### config.mk
export PLATFORM = sky130hd
export DESIGN_NAME = vga_tile_display
export DESIGN_NICKNAME = d
export VERILOG_FILES = /design/src/rtl/vga_pkg.sv /design/src/rtl/vga_timing.sv /design/src/rtl/vga_tile_display.sv
export SDC_FILE = /design/constraint.sdc
export NUM_CORES = 1
export LEC_CHECK = 0
export BUFFER_PORTS_ARGS = -buffer_cell sky130_fd_sc_hd__buf_4
export CORE_UTILIZATION = 51
export DETAILED_ROUTE_END_ITERATION = 7
export PLACE_DENSITY = 0.75
export SLEW_MARGIN = 20
export SYNTH_ARGS = -nofsm -noshare
export SYNTH_HDL_FRONTEND = slang
export SYNTH_SLANG_ARGS = --single-unit
### constraint.sdc
create_clock -name clk -period 7.5 [get_ports clk]
set_clock_uncertainty 0.2 [all_clocks]
set_input_delay 1.5 -clock clk [delete_from_list [all_inputs] [get_ports clk]]
set_output_delay 1.5 -clock clk [all_outputs]
set_load 0.05 [all_outputs]
### src/rtl/vga_pkg.sv
// Shared VGA timing defaults, the timing-set struct and colour expansion helper.
package vga_pkg;

  localparam int unsigned H_ACTIVE_DEF = 640;
  localparam int unsigned H_FP_DEF     = 16;
  localparam int unsigned H_SYNC_DEF   = 96;
  localparam int unsigned H_BP_DEF     = 48;
  localparam int unsigned V_ACTIVE_DEF = 480;
  localparam int unsigned V_FP_DEF     = 10;
  localparam int unsigned V_SYNC_DEF   = 2;
  localparam int unsigned V_BP_DEF     = 33;

  typedef struct packed {
    logic [15:0] h_active;
    logic [15:0] h_fp;
    logic [15:0] h_sync;
    logic [15:0] h_bp;
    logic [15:0] v_active;
    logic [15:0] v_fp;
    logic [15:0] v_sync;
    logic [15:0] v_bp;
  } vga_timing_t;

  localparam vga_timing_t TIMING_640X480 = '{
    h_active: 16'(H_ACTIVE_DEF), h_fp: 16'(H_FP_DEF),
    h_sync:   16'(H_SYNC_DEF),   h_bp: 16'(H_BP_DEF),
    v_active: 16'(V_ACTIVE_DEF), v_fp: 16'(V_FP_DEF),
    v_sync:   16'(V_SYNC_DEF),   v_bp: 16'(V_BP_DEF)
  };

  // Repeat the cbits-wide field MSB-first to fill obits output bits (2'b10 -> 8'hAA).
  function automatic logic [31:0] expand_color(input logic [7:0] field,
                                               input int unsigned cbits,
                                               input int unsigned obits);
    logic [31:0] res;
    res = '0;
    for (int unsigned i = 0; i < obits; i++) begin
      res[5'(obits - 1 - i)] = field[3'(cbits - 1 - (i % cbits))];
    end
    return res;
  endfunction

endpackage

### src/rtl/vga_timing.sv
// Pixel/line counters and stage-0 decode: syncs, active area, tile position, flip point.
module vga_timing
  import vga_pkg::*;
#(
  parameter vga_timing_t T          = TIMING_640X480,
  parameter int unsigned TILE_SHIFT = 6,
  parameter int unsigned COLS       = 10,
  parameter int unsigned ROWS       = 8
) (
  input  logic        i_clk,
  input  logic        i_rst_n,
  output logic        o_sync_h,
  output logic        o_sync_v,
  output logic        o_act,
  output logic        o_in_grid,
  output logic        o_flip,
  output logic [15:0] o_col,
  output logic [15:0] o_row
);

  localparam int unsigned H_ACT    = 32'(T.h_active);
  localparam int unsigned HS_START = H_ACT + 32'(T.h_fp);
  localparam int unsigned HS_END   = HS_START + 32'(T.h_sync);
  localparam int unsigned H_TOTAL  = HS_END + 32'(T.h_bp);
  localparam int unsigned V_ACT    = 32'(T.v_active);
  localparam int unsigned VS_START = V_ACT + 32'(T.v_fp);
  localparam int unsigned VS_END   = VS_START + 32'(T.v_sync);
  localparam int unsigned V_TOTAL  = VS_END + 32'(T.v_bp);
  localparam int unsigned HW       = $clog2(H_TOTAL);
  localparam int unsigned VW       = $clog2(V_TOTAL);

  logic [HW-1:0] r_h;
  logic [VW-1:0] r_v;
  logic [31:0]   w_col;
  logic [31:0]   w_row;

  always_ff @(posedge i_clk or negedge i_rst_n) begin
    if (!i_rst_n) begin
      r_h <= '0;
      r_v <= '0;
    end else if (r_h == HW'(H_TOTAL - 1)) begin
      r_h <= '0;
      r_v <= (r_v == VW'(V_TOTAL - 1)) ? '0 : r_v + 1'b1;
    end else begin
      r_h <= r_h + 1'b1;
    end
  end

  always_comb begin
    w_col     = 32'(r_h) >> TILE_SHIFT;
    w_row     = 32'(r_v) >> TILE_SHIFT;
    o_sync_h  = (32'(r_h) >= HS_START) && (32'(r_h) < HS_END);
    o_sync_v  = (32'(r_v) >= VS_START) && (32'(r_v) < VS_END);
    o_act     = (32'(r_h) < H_ACT) && (32'(r_v) < V_ACT);
    o_in_grid = (w_col < COLS) && (w_row < ROWS);
    o_flip    = (r_h == '0) && (32'(r_v) == V_ACT);
    o_col     = 16'(w_col);
    o_row     = 16'(w_row);
  end

endmodule

### src/rtl/vga_tile_display.sv
// Tile-mapped VGA scan-out: address stage, colour/sync stage and vblank page flip.
module vga_tile_display
  import vga_pkg::*;
#(
  parameter int unsigned H_ACTIVE   = H_ACTIVE_DEF,
  parameter int unsigned H_FP       = H_FP_DEF,
  parameter int unsigned H_SYNC     = H_SYNC_DEF,
  parameter int unsigned H_BP       = H_BP_DEF,
  parameter int unsigned V_ACTIVE   = V_ACTIVE_DEF,
  parameter int unsigned V_FP       = V_FP_DEF,
  parameter int unsigned V_SYNC     = V_SYNC_DEF,
  parameter int unsigned V_BP       = V_BP_DEF,
  parameter int unsigned HS_POL     = 0,
  parameter int unsigned VS_POL     = 0,
  parameter int unsigned TILE_SHIFT = 6,
  parameter int unsigned COLS       = 10,
  parameter int unsigned ROWS       = 8,
  parameter int unsigned ADDR_W     = 8,
  parameter int unsigned COLOR_BITS = 2,
  parameter int unsigned OUT_BITS   = 8,
  parameter int unsigned RESET_BASE = 128
) (
  input  logic                      clk,
  input  logic                      reset,
  input  logic [ADDR_W-1:0]         cpu_base,
  input  logic                      cpu_base_we,
  output logic [ADDR_W-1:0]         vaddr,
  input  logic [3*COLOR_BITS-1:0]   vdata,
  output logic [OUT_BITS-1:0]       VGA_R,
  output logic [OUT_BITS-1:0]       VGA_G,
  output logic [OUT_BITS-1:0]       VGA_B,
  output logic                      VGA_HS,
  output logic                      VGA_VS,
  output logic                      vblank_irq,
  output logic [7:0]                frame_count,
  output logic [ADDR_W-1:0]         active_base
);

  localparam vga_timing_t TIMING = '{
    h_active: 16'(H_ACTIVE), h_fp: 16'(H_FP), h_sync: 16'(H_SYNC), h_bp: 16'(H_BP),
    v_active: 16'(V_ACTIVE), v_fp: 16'(V_FP), v_sync: 16'(V_SYNC), v_bp: 16'(V_BP)
  };
  localparam logic HS_ON = (HS_POL != 0);
  localparam logic VS_ON = (VS_POL != 0);

  logic              w_sync_h, w_sync_v, w_act, w_in_grid, w_flip;
  logic [15:0]       w_col, w_row;
  logic [ADDR_W-1:0] w_offset;
  logic [OUT_BITS-1:0] w_r, w_g, w_b;

  logic [ADDR_W-1:0] r_vaddr;
  logic              r_s1_hs, r_s1_vs, r_s1_vis;
  logic [OUT_BITS-1:0] r_r, r_g, r_b;
  logic              r_hs, r_vs;
  logic [ADDR_W-1:0] r_active_base, r_pending_base;
  logic              r_pending;
  logic [7:0]        r_frame_count;

  vga_timing #(
    .T          (TIMING),
    .TILE_SHIFT (TILE_SHIFT),
    .COLS       (COLS),
    .ROWS       (ROWS)
  ) u_timing (
    .i_clk     (clk),
    .i_rst_n   (reset),
    .o_sync_h  (w_sync_h),
    .o_sync_v  (w_sync_v),
    .o_act     (w_act),
    .o_in_grid (w_in_grid),
    .o_flip    (w_flip),
    .o_col     (w_col),
    .o_row     (w_row)
  );

  assign w_offset = ADDR_W'(32'(w_row) * COLS + 32'(w_col));

  always_comb begin
    w_r = OUT_BITS'(expand_color(8'(vdata[3*COLOR_BITS-1 -: COLOR_BITS]), COLOR_BITS, OUT_BITS));
    w_g = OUT_BITS'(expand_color(8'(vdata[2*COLOR_BITS-1 -: COLOR_BITS]), COLOR_BITS, OUT_BITS));
    w_b = OUT_BITS'(expand_color(8'(vdata[COLOR_BITS-1:0]), COLOR_BITS, OUT_BITS));
  end

  // Stage 1: RAM address; sync/visibility travel with it so pins stay pixel-aligned.
  always_ff @(posedge clk or negedge reset) begin
    if (!reset) begin
      r_vaddr  <= ADDR_W'(RESET_BASE);
      r_s1_hs  <= 1'b0;
      r_s1_vs  <= 1'b0;
      r_s1_vis <= 1'b0;
    end else begin
      r_vaddr  <= r_active_base + w_offset;
      r_s1_hs  <= w_sync_h;
      r_s1_vs  <= w_sync_v;
      r_s1_vis <= w_act && w_in_grid;
    end
  end

  always_ff @(posedge clk or negedge reset) begin
    if (!reset) begin
      r_r  <= '0;
      r_g  <= '0;
      r_b  <= '0;
      r_hs <= ~HS_ON;
      r_vs <= ~VS_ON;
    end else begin
      r_r  <= r_s1_vis ? w_r : '0;
      r_g  <= r_s1_vis ? w_g : '0;
      r_b  <= r_s1_vis ? w_b : '0;
      r_hs <= r_s1_hs ? HS_ON : ~HS_ON;
      r_vs <= r_s1_vs ? VS_ON : ~VS_ON;
    end
  end

  // A write landing on the flip cycle itself takes effect immediately and supersedes pending.
  always_ff @(posedge clk or negedge reset) begin
    if (!reset) begin
      r_active_base  <= ADDR_W'(RESET_BASE);
      r_pending_base <= '0;
      r_pending      <= 1'b0;
      r_frame_count  <= '0;
    end else if (w_flip) begin
      r_frame_count <= r_frame_count + 1'b1;
      r_pending     <= 1'b0;
      if (cpu_base_we)
        r_active_base <= cpu_base;
      else if (r_pending)
        r_active_base <= r_pending_base;
    end else if (cpu_base_we) begin
      r_pending_base <= cpu_base;
      r_pending      <= 1'b1;
    end
  end

  assign vaddr       = r_vaddr;
  assign VGA_R       = r_r;
  assign VGA_G       = r_g;
  assign VGA_B       = r_b;
  assign VGA_HS      = r_hs;
  assign VGA_VS      = r_vs;
  assign vblank_irq  = w_flip;
  assign frame_count = r_frame_count;
  assign active_base = r_active_base;

endmodule

* After elaboration in Yosys (flattened, before gate mapping)
Index checks and enable logic that the tools add are counted.
Word-level totals: register bits 82, bits of input ports 17, output and inout bits 51
Cells by class: $add $sub $neg 5, multipliers 1, magnitude comparators 8, eq/ne operators 3, muxes and demuxes 11, bitwise logic cells 1, reductions and logical operators 11
Operators by type and width (count):
- $mux W8 | 5
- $add A10 B1 Y10 const B | 2
- $eq A10 B10 Y1 const B | 2
- $lt A10 B10 Y1 const B | 2
- $lt A10 B9 Y1 const B | 2
- $mux W10 | 2
- $eq A10 B9 Y1 const B | 1
- $ge A10 B10 Y1 const B | 1
- $ge A10 B9 Y1 const B | 1
- $logic_not A10 Y1 | 1
- $add A8 B1 Y8 const B | 1
- $add A8 B4 Y8 | 1
- $add A8 B8 Y8 | 1
- $lt A4 B4 Y1 const B | 2
- $mul A4 B3 Y7 const B | 1
- $logic_and A1 B1 Y1 | 6
- $mux W1 | 4
- $reduce_and A2 Y1 | 2
- $reduce_bool A2 Y1 | 2
- $not A1 Y1 | 1

* Depth between registers and ports, before layout
word-level depth 4, gate-level depth with buffers 9

* By module
A second synthesis with hierarchy kept.
Second synthesis, totals: cells, all modules 349, area total of the unflattened synthesis 3717.3 um^2
Modules (own cells, without submodules):
- vga_tile_display | instances 1, cells an instance 202, area an instance 2294.7 um^2, seq. area each 1106.1 um^2
- vga_timing | instances 1, cells an instance 147, area an instance 1422.6 um^2, seq. area each 500.5 um^2

* Worst setup path after synthesis
OpenSTA, ideal clock, no wires.
path kind flip-flop to output port, start register u_timing.r_v[0], end output vblank_irq, arrival 1.528 ns, required time 5.800 ns, setup slack 4.272 ns, stages on the path, launching flop included 6, path through dfrtp_1 inv_1 ha_1 nor4b_4 nand3_1 nor2_2
On the way: longest elaborated chain between the ends 2
Ends and longest elaborated chain:
- from (decl) | RTL line vga_timing.sv:33 | logic [VW-1:0] r_v;
- from (signal assigned) | RTL line vga_timing.sv:43 | r_v <= (r_v == VW'(V_TOTAL - 1)) ? '0 : r_v + 1'b1;
- $eq A10 B9 Y1 | RTL line vga_timing.sv:56 | o_flip = (r_h == '0) && (32'(r_v) == V_ACT);
- $logic_and A1 B1 Y1 | RTL line vga_timing.sv:56
- to (decl) | RTL line vga_tile_display.sv:34 | output logic vblank_irq,
Every way passes these cells.

* Worst setup path in the final report
Ends and elaborated chain as after synthesis.

==> impl_metrics.py <==
metrics = {
    "clock_tree": {
        "htreeDepth": 3,
        "cts_post_setup_buffers_inserted": 0,
        "clk_pin_slew_ps": 60,
        "clk-insertion-delay-late_ps": 350,
        "cts-hold-fix-buffers": 0,
        "cts-resized-gates": 0,
        "clock-root-buffer": "sky130_fd_sc_hd__clkbuf_8",
        "tritoncts": "built",
        "numCtsBuffers": 9,
        "cts_sinks": 64,
        "cts_buffer_depth": 2,
    },
    "pwr": {
        "irDropWorstVdd_mv": 0.0824,
        "fin_total_pwr_mw": 0.721,
        "p_leak_nw": 2.10,
        "cellPowerDensity_nw_per_um2": 174,
    },
    "synthesis": {
        "yosys_warnings": 0,
        "synth-async-reset-ratio": 1.00,
        "synth-compound-area-share": 0.102,
        "yosysSeqAreaShare": 0.453,
        "synth_enable_flop_cells": 0,
        "synthSimpleGateAreaFrac": 0.163,
        "synthAdderAreaFrac": 0.0953,
        "ys_dominant_reg_cell": "sky130_fd_sc_hd__dfrtp_1",
        "mux_share_of_post_synthesis_cell_area": 0.0399,
        "synth.avg_cell_area_um2": 11.1,
        "synthesis.nets": 360,
        "synth_xor_xnor_area_share": 0.0643,
        "post_synth_inst_count": 319,
        "combinational_family_with_the_most_area_after_synthesis": "simple AND/OR/NAND/NOR gates",
        "syn-cell-area_um2": 3540,
        "ys_seq_elements": 64,
        "yosysUniqueCellTypes": 56,
    },
    "route": {
        "finalWirelength_um": 7040,
        "drc": 0,
        "wire_per_inst_um": 15.5,
        "detailedRoute.firstIterationViolations": 132,
        "via_per_instance_ratio": 5.50,
        "detail_route.first_pass.iterations": 4,
        "final_antenna_net_count": 0,
        "total_vias_in_the_final_route": 2502,
    },
    "run": {
        "timing.max_cap.violations": 0,
    },
    "worst_setup_path": {
        "critical_path.slowest_cell": "sky130_fd_sc_hd__dfrtp_1",
        "critical_path.startpoint_type": "flip-flop",
        "cp_slowest_stage_delay_ps": 400,
        "crit_fanout": 5,
        "critical_path_required_ps": 5800,
        "cp_data_arrival_time_ps": 1970,
        "worst_path_dominant_cell_family": "simple AND/OR/NAND/NOR gates",
        "end_kind": "output pin",
        "timing_worst_setup_path_type": "flip-flop to output pin",
        "critical_path.n_buffers_inverters": 2,
        "critical_path.cell_chain": "inv_1 > ha_1 > nor4b_4 > nand3_1 > nor2_2 > buf_4",
    },
    "die": {
        "die-width_um": 85.4,
        "core_footprint_um2": 6760,
        "rows": 30,
        "io_pins": 68,
        "floorplan.die_area_um2": 7290,
        "die_h_um": 85.4,
        "initial_core_util": 0.524,
    },
    "sta": {
        "timing.max_slew.rel_slack": 0.477,
        "final_cycle_share": 0.489,
        "setup-tns-final_ps": 0,
        "post-route-worst-setup-slack_ps": 3830,
        "min_period_ps": 3670,
        "timing.final.max_slew_violations": 0,
        "timing.fmax_mhz": 273,
        "timing_hold_violations_final": 0,
        "rsz0062_at_grt": "no",
        "finalSetupViolations": 0,
        "fin_worst_hold_slack_ps": 154,
        "tightest_slew_ps": 785,
    },
    "global_route": {
        "global_route_wire_length_before_repair_um": 11700,
        "grt_max_degree": 65,
        "total_routing_resource_utilization_after_global_routing": 0.209,
        "grt_antenna_before_repair": 0,
        "overflow": 0,
        "vias_in_the_first_global_route": 2506,
    },
    "finish": {
        "antenna_cells_inserted": 0,
        "share_of_post_route_cells_with_drive_strength_above_1": 0.293,
        "post-route-cell-area_um2": 4140,
        "nets_finish": 412,
        "syn_to_final_growth_pct": 16.9,
        "finish.cell_count_without_fillers": 455,
        "finish.utilization": 0.613,
    },
    "worst_hold_path": {
        "holdCritPathClass": "flip-flop to flip-flop",
    },
    "placement": {
        "globalplace.congestion": 0.854,
        "place_ws_ps": 4160,
        "detailedPlacementHpwl_um": 5030,
        "postPlaceCellArea_um2": 3950,
        "placedCellCount": 440,
        "buffer_ports.inserted": 67,
    },
    "outcome": {
        "status": "complete, no violations",
    },
}
metal layers:
metal	up-vias	share of wire	wire (µm)	track usage
met5	-	0	0	0
met4	0	0.016	112	0.0955
met3	10	0.038	270	0.0409
met2	59	0.47	3340	0.333
met1	1222	0.47	3320	0.279
li1	1211	-	-	-
placed cells by master (no fill, tap or decap), drive strengths merged, types with 4 or more instances in the layout:
cell	instances
dfrtp	60
fa	5
dfstp	4
nand4	7
mux2	9
inv	25
ha	19
clkbuf	11
o21ai	10
and3	6
nor3	9
a21oi	5
xor2	10
nor2	25
a21o	7
buf	67
nand3	19
and2	9
xnor2	16
o221a	6
a41oi	6
nor4	6
nand2	5
worst paths after layout:
path	cells after the start	slack, ps	endpoint	startpoint
setup / recovery	6	3830	vblank_irq	u_timing.r_v[0]$_DFFE_PN0N_
hold / removal	1	150	VGA_HS$_DFF_PN1_	r_s1_hs$_DFF_PN0_
setup reg to reg	8	4370	vaddr[6]$_DFF_PN0_	u_timing.r_v[9]$_DFFE_PN0N_
hold reg to reg	1	150	VGA_HS$_DFF_PN1_	r_s1_hs$_DFF_PN0_
max in group asynchronous	1	5540	u_timing.r_h[4]$_DFF_PN0_	reset
min in group asynchronous	1	1020	vaddr[3]$_DFF_PN0_	reset
final cells by class:
cell class	instances	area, µm²
well taps	80	100
repair buffers	67	503
multi-input cells	204	1650
clock buffers	11	141
inverters	25	93.8
fillers	536	2620
clock inverters	4	45.0
flip-flops and latches	64	1610
power by group:
group | switching, mW | leakage [nW] | total, mW | internal, mW
registers | 0.00564 | 0.819 | 0.359 | 0.354
logic | 0.0477 | 1.19 | 0.0738 | 0.0261
clock network | 0.128 | 0.0989 | 0.287 | 0.159
state kept, by name, indices dropped and copies added, names as in the netlist:
| register | count |
|---|---|
| active_base | 8 |
| frame_count | 8 |
| vaddr | 8 |
| VGA_R | 2 |
| VGA_HS | 1 |
| VGA_VS | 1 |
| r_s1_vis | 1 |
| VGA_G | 2 |
| VGA_B | 2 |
| r_s1_vs | 1 |
| r_s1_hs | 1 |
| u_timing.r_h | 10 |
| r_pending | 1 |
| r_pending_base | 8 |
| u_timing.r_v | 10 |
Yosys cell counts (all sizes together), types with 2 or more instances:
master	n	share of area
a211oi	2	0.0042
a21o	7	0.015
a21oi	5	0.0071
a41oi	6	0.017
and2	9	0.016
and3	6	0.011
buf	24	0.053
clkbuf	2	0.0021
dfrtp	60	0.42
dfstp	4	0.030
fa	5	0.028
ha	19	0.067
inv	25	0.026
mux2	9	0.037
nand2	5	0.0060
nand3	19	0.030
nand4	7	0.012
nor2	25	0.027
nor3	9	0.014
nor4	6	0.012
nor4b	2	0.013
nor4bb	2	0.0056
o21a	2	0.0042
o21ai	10	0.017
o221a	6	0.019
xnor2	16	0.040
xor2	10	0.025
cell families after synthesis:
logic type,Yosys count
mux,10
simple gates,98
compound gates,46
xor+xnor,26
buf+inv,51
flops,64
fa+ha+maj,24
Note: power is estimated with default switching activity, not from simulation.
